$ cat src/rtl/bcd_pkg.sv
// Shared types for the streaming binary-to-BCD converter.
// Digit type, FSM state encoding and bit-counter width helper.
package bcd_pkg;

    typedef logic [3:0] bcd_digit_t;

    typedef enum logic [1:0] {
        IDLE,
        CONVERT,
        DONE
    } bcd_conv_state_t;

    // Counter must hold WIDTH itself, not just WIDTH-1.
    function automatic int bcd_cnt_w(input int width);
        return $clog2(width + 1);
    endfunction

endpackage

$ cat src/rtl/bcd_dabble_digit.sv
// One double-dabble digit slice: add-3 correction then shift left by one.
// Purely combinational; the shift-out bit feeds the next more significant digit.
module bcd_dabble_digit
    import bcd_pkg::*;
(
    input  bcd_digit_t i_digit,
    input  logic       i_shift,
    output bcd_digit_t o_digit,
    output logic       o_shift
);

    bcd_digit_t w_adj;

    assign w_adj   = (i_digit >= 4'd5) ? (i_digit + 4'd3) : i_digit;
    assign o_digit = {w_adj[2:0], i_shift};
    assign o_shift = w_adj[3];

endmodule

$ cat src/rtl/bin2bcd_stream.sv
// Streaming binary to packed-BCD converter, one bit per clock (double dabble).
// Latency WIDTH clocks from accept to out_valid; result held until out_ready.
module bin2bcd_stream
    import bcd_pkg::*;
#(
    parameter int WIDTH  = 32,
    parameter int DIGITS = 10,
    parameter int SIGNED = 0
) (
    input  logic                  clk,
    input  logic                  rst_n,
    input  logic                  abort,
    input  logic                  in_valid,
    output logic                  in_ready,
    input  logic [WIDTH-1:0]      in_data,
    output logic                  out_valid,
    input  logic                  out_ready,
    output logic [DIGITS*4-1:0]   out_bcd,
    output logic                  out_neg,
    output logic                  out_ovf
);

    localparam int CW = bcd_cnt_w(WIDTH);

    bcd_conv_state_t     r_state;
    bcd_conv_state_t     w_state_nxt;
    logic                r_live;
    logic [WIDTH-1:0]    r_shift;
    logic [DIGITS*4-1:0] r_bcd;
    logic [CW-1:0]       r_cnt;
    logic                r_neg;
    logic                r_ovf;

    logic [DIGITS*4-1:0] w_bcd_nxt;
    logic [DIGITS:0]     w_carry;
    logic                w_is_neg;
    logic [WIDTH-1:0]    w_mag;
    logic                w_accept;

    assign w_carry[0] = r_shift[WIDTH-1];

    for (genvar g = 0; g < DIGITS; g++) begin : g_dig
        bcd_dabble_digit u_dig (
            .i_digit (r_bcd[g*4 +: 4]),
            .i_shift (w_carry[g]),
            .o_digit (w_bcd_nxt[g*4 +: 4]),
            .o_shift (w_carry[g+1])
        );
    end

    // Negating the most negative value wraps to 2^(WIDTH-1), which is the
    // correct magnitude when read as unsigned.
    assign w_is_neg = (SIGNED != 0) && in_data[WIDTH-1];
    assign w_mag    = w_is_neg ? ((~in_data) + WIDTH'(1)) : in_data;
    assign w_accept = (r_state == IDLE) && r_live && in_valid && !abort;

    always_comb begin
        w_state_nxt = r_state;
        case (r_state)
            IDLE:    if (r_live && in_valid)   w_state_nxt = CONVERT;
            CONVERT: if (r_cnt == CW'(1))      w_state_nxt = DONE;
            DONE:    if (out_ready)            w_state_nxt = IDLE;
            default:                           w_state_nxt = IDLE;
        endcase
        if (abort) w_state_nxt = IDLE;
    end

    // r_live keeps in_ready low until the first edge after reset release.
    always_ff @(posedge clk or negedge rst_n) begin
        if (!rst_n) begin
            r_state <= IDLE;
            r_live  <= 1'b0;
            r_shift <= '0;
            r_bcd   <= '0;
            r_cnt   <= '0;
            r_neg   <= 1'b0;
            r_ovf   <= 1'b0;
        end else begin
            r_live  <= 1'b1;
            r_state <= w_state_nxt;
            if (abort) begin
                r_neg <= 1'b0;
                r_ovf <= 1'b0;
            end else if (w_accept) begin
                r_shift <= w_mag;
                r_bcd   <= '0;
                r_cnt   <= CW'(WIDTH);
                r_neg   <= w_is_neg;
                r_ovf   <= 1'b0;
            end else if (r_state == CONVERT) begin
                r_shift <= {r_shift[WIDTH-2:0], 1'b0};
                r_bcd   <= w_bcd_nxt;
                r_cnt   <= r_cnt - CW'(1);
                r_ovf   <= r_ovf | w_carry[DIGITS];
            end
        end
    end

    assign in_ready  = r_live && (r_state == IDLE);
    assign out_valid = (r_state == DONE);
    assign out_bcd   = r_bcd;
    assign out_neg   = r_neg;
    assign out_ovf   = r_ovf;

endmodule

$ cat config.mk
export PLATFORM = sky130hd
export DESIGN_NAME = bin2bcd_stream
export DESIGN_NICKNAME = d
export VERILOG_FILES = /design/src/rtl/bcd_pkg.sv /design/src/rtl/bcd_dabble_digit.sv /design/src/rtl/bin2bcd_stream.sv
export SDC_FILE = /design/constraint.sdc
export NUM_CORES = 1
export LEC_CHECK = 0
export BUFFER_PORTS_ARGS = -buffer_cell sky130_fd_sc_hd__buf_2
export CORE_ASPECT_RATIO = 0.9
export CORE_MARGIN = 2
export CORE_UTILIZATION = 50
export CTS_CLUSTER_DIAMETER = 100
export DETAILED_ROUTE_END_ITERATION = 6
export HOLD_SLACK_MARGIN = 0.02
export PLACE_DENSITY_LB_ADDON = 0.08
export SETUP_SLACK_MARGIN = 0.2
export SYNTH_ARGS = -nofsm -noshare
export SYNTH_HDL_FRONTEND = slang
export SYNTH_HIERARCHICAL = 1
export SYNTH_SLANG_ARGS = --single-unit
$ cat constraint.sdc
create_clock -name clk -period 4.3 [get_ports clk]
set_input_delay 0.215 -clock clk [delete_from_list [all_inputs] [get_ports clk]]
set_output_delay 0.215 -clock clk [all_outputs]
set_load 0.01 [all_outputs]
# After elaboration in Yosys (flattened, before gate mapping)
# Cells that the tools add are included.
[word_totals]
register_bits = 83
latchBits = 0
ramBits = 0
rom_bits = 0
n_memories = 0
[classes]
add_sub_neg = 11
n_mul = 0
div_mod_pow = 0
order_cmp = 10
n_eq_ne = 6
n_shift = 0
n_mux = 26
bitwise = 2
n_reduce_logical = 11
[op_table]
columns = ["op", "n"]
rows = [
  ["$mux W40", 2],
  ["$mux W32", 2],
  ["$add A4 B2 Y4 const B", 10],
  ["$ge A4 B3 Y1 const B", 10],
  ["$mux W4", 10],
  ["$mux W6", 2],
  ["$mux W2", 4],
  ["$eq A6 B1 Y1 const B", 1],
  ["$ne A3 B3 Y1 const B", 2],
  ["$pmux W2 S3", 1],
  ["$sub A6 B1 Y6 const B", 1],
  ["$mux W1", 5],
  ["$logic_and A1 B1 Y1", 4],
  ["$reduce_bool A2 Y1", 2],
  ["$ne A3 B2 Y1 const B", 1],
  ["$reduce_and A3 Y1", 1],
  ["$reduce_bool A3 Y1", 1],
  ["$eq A2 B1 Y1 const B", 1],
  ["$eq A2 B2 Y1 const B", 1],
  ["$logic_not A2 Y1", 1],
  ["$reduce_and A2 Y1", 1],
  ["$logic_not A1 Y1", 1],
  ["$not A1 Y1", 1],
  ["$or A1 B1 Y1", 1],
]

# Depth between registers and ports, before layout
# Gate-level depths: netlist of the first run.
[logic_depth]
depth_word = 6
depth_mapped = 8
depth_no_buf = 7

# Cells and area by module
# Netlist of the first run, hierarchy kept.
[modules_own_cells]
columns = ["module", "n_inst", "cells_per_inst", "area_each_um2", "seq_area_each_um2"]
rows = [
  ["bin2bcd_stream", 1, 339, 3524.6, 2052.0],
  ["bcd_dabble_digit", 10, 17, 108.9, 0.0],
]

# Worst setup path after synthesis of the first run
# No wires, ideal clock.
[synth_timing]
path_kind = "register to register"
from = "reg r_state[1]"
to = "reg r_cnt[2]"
t_arrival_ns = 1.476
required_time_ns = 4.166
path_slack_ns = 2.690
stages_incl_launch_ff = 6
path_buffers = 2
synth_period_minus_slack_ns = 1.610
cell_sequence = "dfrtp_1 > or3b_2 > nor2_2 > buf_4 > buf_4 > a21oi_1"
[synth_via]
elab_chain_cells = 6
[synth_rtl]
columns = ["element", "line", "rtl"]
rows = [
  ["start: declaration", "bin2bcd_stream.sv:25", "bcd_conv_state_t r_state;"],
  ["start signal: assignment", "bin2bcd_stream.sv:80", "r_state <= w_state_nxt;"],
  ["$logic_not A2 Y1", "bin2bcd_stream.sv:55", "assign w_accept = (r_state == IDLE) && r_live && in_valid && !abort;"],
  ["$logic_and A1 B1 Y1 (3 in series)", "bin2bcd_stream.sv:55", ""],
  ["$reduce_bool A2 Y1 (no source line)", "-", ""],
  ["$reduce_and A2 Y1 (no source line)", "-", ""],
  ["end signal: assignment", "bin2bcd_stream.sv:87", "r_cnt <= CW'(WIDTH);"],
  ["end signal: assignment", "bin2bcd_stream.sv:93", "r_cnt <= r_cnt - CW'(1);"],
  ["end: declaration", "bin2bcd_stream.sv:30", "logic [CW-1:0] r_cnt;"],
]
# Several ways; a longest one is shown, not always the timed one.
# A chain may end at the register's enable or synchronous reset.

# Worst setup path in the final report of the first run
[layout_timing]
from = "reg r_state[1]"
to = "reg r_shift[14]"
[layout_via]
elab_chain_cells = 6
[layout_rtl]
columns = ["element", "line", "rtl"]
rows = [
  ["$logic_not A2 Y1", "bin2bcd_stream.sv:55", ""],
  ["$logic_and A1 B1 Y1 (3 in series)", "bin2bcd_stream.sv:55", ""],
  ["$reduce_bool A2 Y1 (no source line)", "-", ""],
  ["$reduce_and A2 Y1 (no source line)", "-", ""],
  ["end signal: assignment", "bin2bcd_stream.sv:85", "r_shift <= w_mag;"],
  ["end signal: assignment", "bin2bcd_stream.sv:91", "r_shift <= {r_shift[WIDTH-2:0], 1'b0};"],
  ["end: declaration", "bin2bcd_stream.sv:28", "logic [WIDTH-1:0] r_shift;"],
]
# Several ways; a longest one is shown, not always the timed one.

==> results of run 1 <==
worst max-delay path: cells and delay by family, from the launching register on:
kind,cells,cell delay (ns)
buffers and inverters,1,0.30
AOI/OAI and AO/OA,1,0.19
DFF,1,0.46
and+or+nand+nor,2,1.32
metrics by stage:
step	instances	utilization, %
after CTS	696	57.9
after global placement	680	55.4
after floorplan	509	-
after global routing	696	57.9
after detailed placement	680	55.4
final	696	57.9
power groups by stage:
stage          combinational (mW)  clock (mW)  sequential [mW]
6_report                    0.298       0.631            0.964
5_1_grt                     0.339       0.676            0.981
4_1_cts                     0.303       0.644            0.963
3_5_place_dp                0.306           0            0.969
3_3_place_gp                0.291           0            0.974
2_1_floorplan               0.225           0            0.952
flip-flops by register name, summed over array words and instances (netlist names):
| name | flops |
|---|---|
| out_bcd | 40 |
| out_ovf | 1 |
| r_cnt | 6 |
| r_live | 1 |
| r_shift | 32 |
| r_state | 2 |
cell families after synthesis:
| kind of cell | Yosys count |
|---|---|
| simple gates | 204 |
| compound gates | 116 |
| flops | 82 |
| buf+inv | 60 |
| fa+ha+maj | 22 |
| mux | 13 |
| xor+xnor | 10 |
| other cells | 2 |
worst max path at each step:
stage	startpoint	end	cells after the start
floorplan	r_state[1]	r_cnt[2]	5
global placement	r_state[1]	r_shift[19]	4
detailed placement	r_state[1]	r_shift[21]	4
CTS	r_state[1]	r_shift[14]	4
global route	r_state[1]	r_shift[26]	4
finish	r_state[1]	r_shift[14]	4
cells in the mapped netlist (all sizes together):
library cell and count:
nand3b 1, o22ai 1, nor2 15, nor3b 1, a22o 1, clkbuf 10
mux2i 11, nor3 2, ha 22, inv 25, mux2 2, o21ai 21
and2 30, a221o 30, or2 1, o21bai 1, a21oi 58, nand4b 1
nor2b 1, conb 2, a31oi 1, nand2 122, nand2b 23, xnor2 10
o41ai 2, a211oi 1, nand4 1, or4b 2, and4 1, and2b 1
dfrtp 82, buf 25, or3b 2
layout make-up:
cell class                      instances  area, µm²
Clock inverter                          6       88.8
Fill cell                             835       3810
Timing Repair Buffer                   84        448
Multi-Input combinational cell        367       2260
Clock buffer                           10        138
Tap cell                              122        153
Sequential cell                        82       2050
Inverter                               25       93.8
routing by layer:
layer / part of all wire, % / global-route usage (%) / vias up / wire length [µm]
met5: 0 / 0 / - / 0
met4: 1.2 / 6.00 / 0 / 113
met3: 5.6 / 4.72 / 11 / 536
met2: 45 / 33.1 / 77 / 4310
met1: 49 / 28.2 / 1756 / 4690
li1: - / - / 1820 / -
==> reports/metrics.yaml, run 1 <==
io_pins: 81
antennaDiodeCount: 0
arrival_ns: 2.64
dpl_worst_slack_ns: 1.95
grt_start_max_net_pins: 83
initial_core_util_pct: 51.0
dr.pass1.iters: 6
whs_ns: 0.0339
crit_path_end_kind: "register"
hold_path.class: "in2async"
area_growth_pct: 13.5
die_h_um: 95.1
cts-resized-gates: 0
drt_iter0_drc: 203
reg2reg_to: "r_shift[14]"
layout.nets: 628
start_kind: "register"
path_clk_slew_ns: 0.09
fin_crit_sh_pct: 54.8
cts.path.max_buffers: 2
grt_pass1_wl_mm: 16.8
place_area_um2: 5010
clkPwrFrac_pct: 33.3
status: "complete, no violations"
drive_above_1_share_pct: 20.7
grt_remaining_overflow: 0
rr_worst_depth: 4
final_cell_mix: "122 x nand2_1, 82 x dfrtp_1, 78 x buf_2, 47 x a21oi_1, 30 x a221o_1"
final.setup.tns_ns: 0
synth_compound_area_share_pct: 17.1
port_buffers: 79
tightest_slew_ns: 1.05
cap_violations: 0
synth.avg_cell_area_um2: 9.06
holdBufCountCts: 0
drcViolationCount: 0
cpMaxStageDelayCell: "nor2_4"
finalSetupViolCount: 0
power_density_nw_per_um2: 361
crit_fanout: 43
cts_tree: "built"
slew_headroom_pct: 30.3
stdcell_area_um2: 5240
muxShareOfSynthArea_pct: 2.87
cts_root_buf: "clkbuf_8"
cts.sinks: 82
pwr-share-comb_pct: 15.7
yosys.area_share.simple_pct: 20.8
h-tree-depth: 3
reg2reg_slack_ns: 1.94
place.gp.congestion: 0.744
ys_ff_latch: 82
layout_commonest_cell: "nand2_1"
post_cts_buffers: 0
r2r_start: "r_state[1]"
die_area_um2: 10000
p_int_mw: 1.37
cts_buffers: 9
power_switching_uw: 518
die_w_um: 105
synth_top_cell_by_area: "dfrtp_1"
drv_slew: 0
synth_cell_types: 40
seq_area_frac_synth_pct: 44.5
ir_worst_vdd_mv: 0.254
synthCells: 509
worst_slack_ns: 1.94
clkLatencyLatePin_ns: 0.35
wl_mm: 9.65
synth_fa_ha_area_share_pct: 5.97
clock.fmax_ghz: 0.424
cpPeakStageDelay_ns: 0.75
synth_xor_xnor_area_share_pct: 1.90
cp.required_ns: 4.59
final-hold-violation-count: 0
yosys-top-cells-area: "dfrtp_1 44%, nand2_1 9.9%, a221o_1 6.5%, ha_1 6.0%, a21oi_1 5.1%"
synth_top_family_by_area: "simple AND/OR/NAND/NOR gates"
synth_nets: 568
syn_area_um2: 4610
finalPower_mw: 1.89
finClkSkew_ns: 0.00575
sw_frac_of_total_pct: 27.4
first_global_vias: 3626
coreArea_um2: 9040
track_usage_pct: 20.6
via_count: 3664
yosysWarnings: 6
num_rows: 33
ant_nets: 0
wl_per_cell_um: 13.9
worstSetupPathType: "reg2reg"
rsz0062_at_grt: "false"
drt-vias-per-instance: 5.26
hpwlAfterDp_mm: 6.31
antenna_found_initial: 0
yosysTopAreaCellShare_pct: 44.5
path_cells: "or3b_2 > nor2_4 > buf_12 > a221o_1"
period_needed_ns: 2.36
power_leakage_nw: 2.54
power_frac_seq_pct: 50.9
Note: power is estimated with default switching activity, not from simulation.
==> run 2, diff against run 1 <==
ABC_AREA = 1   (was not set)
clock period = 2.1 ns   (was 4.3 ns; I/O delays follow)
==> reports/metrics.yaml, run 2 <==
status: "complete, no violations"
seqCellArea_um2: 2050  # unchanged
dpl_worst_slack_ns: 0.535  # -1.42 ns
fin_crit_sh_pct: 74.9  # +20 points
seq_area_frac_synth_pct: 41.3  # -3.1 points
largest_reg_flops: 40  # unchanged
yosysTopAreaCellShare_pct: 41.3  # -3.1 points
fill_cells: 878  # +5.1%
worstSetupPathType: "reg2reg"
antenna_found_initial: 0  # unchanged
wl_mm: 10.7  # +11%
holdBufCountCts: 33  # +33
cts_buffers: 9  # unchanged
drv_slew: 0  # unchanged
clock.fmax_ghz: 0.636  # +50%
die_h_um: 98.5  # +3.6%
cp.required_ns: 2.34  # -2.25 ns
drcViolationCount: 0  # unchanged
worst_slack_ns: 0.527  # -1.42 ns
cts-resized-gates: 0  # unchanged
power_density_nw_per_um2: 743  # +110%
ant_nets: 0  # unchanged
finalPower_mw: 4.39  # +130%
synth-edff-count: 0  # unchanged
antennaDiodeCount: 0  # unchanged
arrival_ns: 1.81  # -0.83 ns
reg2reg_slack_ns: 0.53  # -1.42 ns
synth.most_common_cell: "nand2_1"
cts_root_buf: "clkbuf_8"
grt_remaining_overflow: 0  # unchanged
crit_path_end_kind: "register"
period_needed_ns: 1.57  # -0.784 ns
area_growth_pct: 19.0
synthArstFlopShare_pct: 100  # unchanged
multi_input_area_um2: 2470  # +9.3%
grt_start_max_net_pins: 55  # -34%
io_pins: 81  # unchanged
drive_above_1_share_pct: 21.9  # +1.2 points
layout_commonest_cell: "nand2_1"
ir_worst_vdd_mv: 0.532  # +110%
layout.nets: 815  # +30%
final.setup.tns_ns: 0  # unchanged
via_count: 4410  # +20%
clkLatencyLatePin_ns: 0.35  # about the same
initial_core_util_pct: 51.4  # +0.38 points
cpPeakStageDelay_ns: 0.46  # -0.29 ns
start_kind: "register"
grt_pass1_wl_mm: 18.7  # +11%
yosys-top-cells-area: "dfrtp_1 41%, nand2_1 20%, nand3_1 7.9%, ha_1 5.5%, nor2_4 4.5%"
yosysWarnings: 6  # unchanged
cpMaxStageDelayCell: "dfrtp_1"
cts_tree: "built"
tightest_slew_ns: 0.557  # -0.488 ns
drt_iter0_drc: 259  # +28%
die_area_um2: 10700  # +7.3%
port_buffers: 79  # unchanged
num_rows: 34  # +3.0%
drt-vias-per-instance: 4.97  # -5.6%
dr.pass1.iters: 4  # -2
finClkSkew_ns: 0.00818  # +0.00243 ns
post_cts_buffers: 0  # unchanged
synth_ff_type: "dfrtp_1"
coreArea_um2: 9660  # +6.8%
cpMostUsedCell: "nand2_1"
crit_fanout: 33  # -23%
synth_top_cell_by_area: "dfrtp_1"
synthTopCellsByCount: "268 x nand2_1, 82 x dfrtp_1, 78 x nand3_1"
synth_cell_types: 24  # -40%
final-hold-violation-count: 0  # unchanged
power_leakage_nw: 3.07  # +21%
path_cells: "nor2_2 > nand3_2 > inv_2 > nand2_1 > nand2_1 > nand2_1"
cts.sinks: 82  # unchanged
place.gp.congestion: 0.852  # +15%
cap_violations: 0  # unchanged
first_global_vias: 4221  # +16%
cts.path.max_buffers: 2  # unchanged
track_usage_pct: 21.4  # +0.81 points
synthCells: 659  # +29%
rsz0062_at_grt: "false"
die_w_um: 109  # +3.6%
slew_headroom_pct: 62.8  # +32 points
finalSetupViolCount: 0  # unchanged
ys_ff_latch: 82  # unchanged
final_cell_mix: "268 x nand2_1, 82 x dfrtp_1, 78 x nand3_1, 78 x buf_2, 42 x inv_1"
hpwlAfterDp_mm: 6.96  # +10%
h-tree-depth: 3  # unchanged
hold_path.class: "in2reg"
wl_per_cell_um: 12.0  # -13%
syn_area_um2: 4960  # +7.6%
synth.avg_cell_area_um2: 7.53  # -17%
path_clk_slew_ns: 0.08  # about the same
synth_nets: 718  # +26%
-- run 2: power by group --
group	leakage (nW)	total (mW)	switching (mW)	internal [mW]
clock network	0.109	1.26	0.563	0.699
logic	1.87	0.924	0.531	0.393
registers	1.09	2.20	0.248	1.96
-- run 2: layer usage --
metal	vias to the layer above	wire, µm	GRT usage, %	share of wire [%]
met1	2049	5040	27.7	47
li1	2244	-	-	-
met5	-	0	0	0
met3	12	428	4.10	4.0
met4	0	153	6.51	1.4
met2	105	5070	36.3	47
-- run 2: kinds of logic after synthesis --
group           count (synthesis)  share of synthesized area, %
flops                          82                          41.3
compound gates                 44                          5.97
fa+ha+maj                      22                          5.55
other cells                     2                         0.151
simple gates                  423                          38.1
buf+inv                        86                          8.92
-- run 2: layout make-up --
| class | count | share of cell area [%] |
|---|---|---|
| multi-input cells | 491 | 41.9 |
| clock inverters | 5 | 1.31 |
| inverters | 54 | 3.47 |
| repair buffers | 118 | 13.5 |
| well taps | 126 | 2.67 |
| clock buffers | 11 | 2.39 |
| flip-flops and latches | 82 | 34.7 |
-- run 2: final timing paths --
kind / depth (start not counted) / start / end
worst max-delay path: 6 / r_state[0] / r_shift[30]
worst min-delay path: 5 / in_data[30] / r_shift[30]
worst max register to register: 6 / r_state[0] / r_shift[30]
worst min register to register: 2 / r_shift[0] / r_shift[0]
max in group asynchronous: 3 / rst_n / r_shift[20]
min in group asynchronous: 2 / rst_n / out_bcd[27]
-- run 2: through the flow --
step | area (µm²) | util [%] | cells | hold WS, ns
floorplan | 4960 | - | 659 | -0.191
global placement | 5360 | 55.5 | 838 | 0.0721
detailed placement | 5360 | 55.5 | 838 | 0.0685
CTS | 5910 | 61.2 | 887 | 0.0324
finish | 5910 | 61.2 | 887 | 0.0538
global route | 5910 | 61.2 | 887 | 0.0863
-- run 2: critical path, delay by kind of cell (launching register included) --
kind | cells | cell delay [ns]
AND/OR/NAND/NOR | 5 | 0.55
flip-flops | 1 | 0.46
buffers and inverters | 1 | 0.45
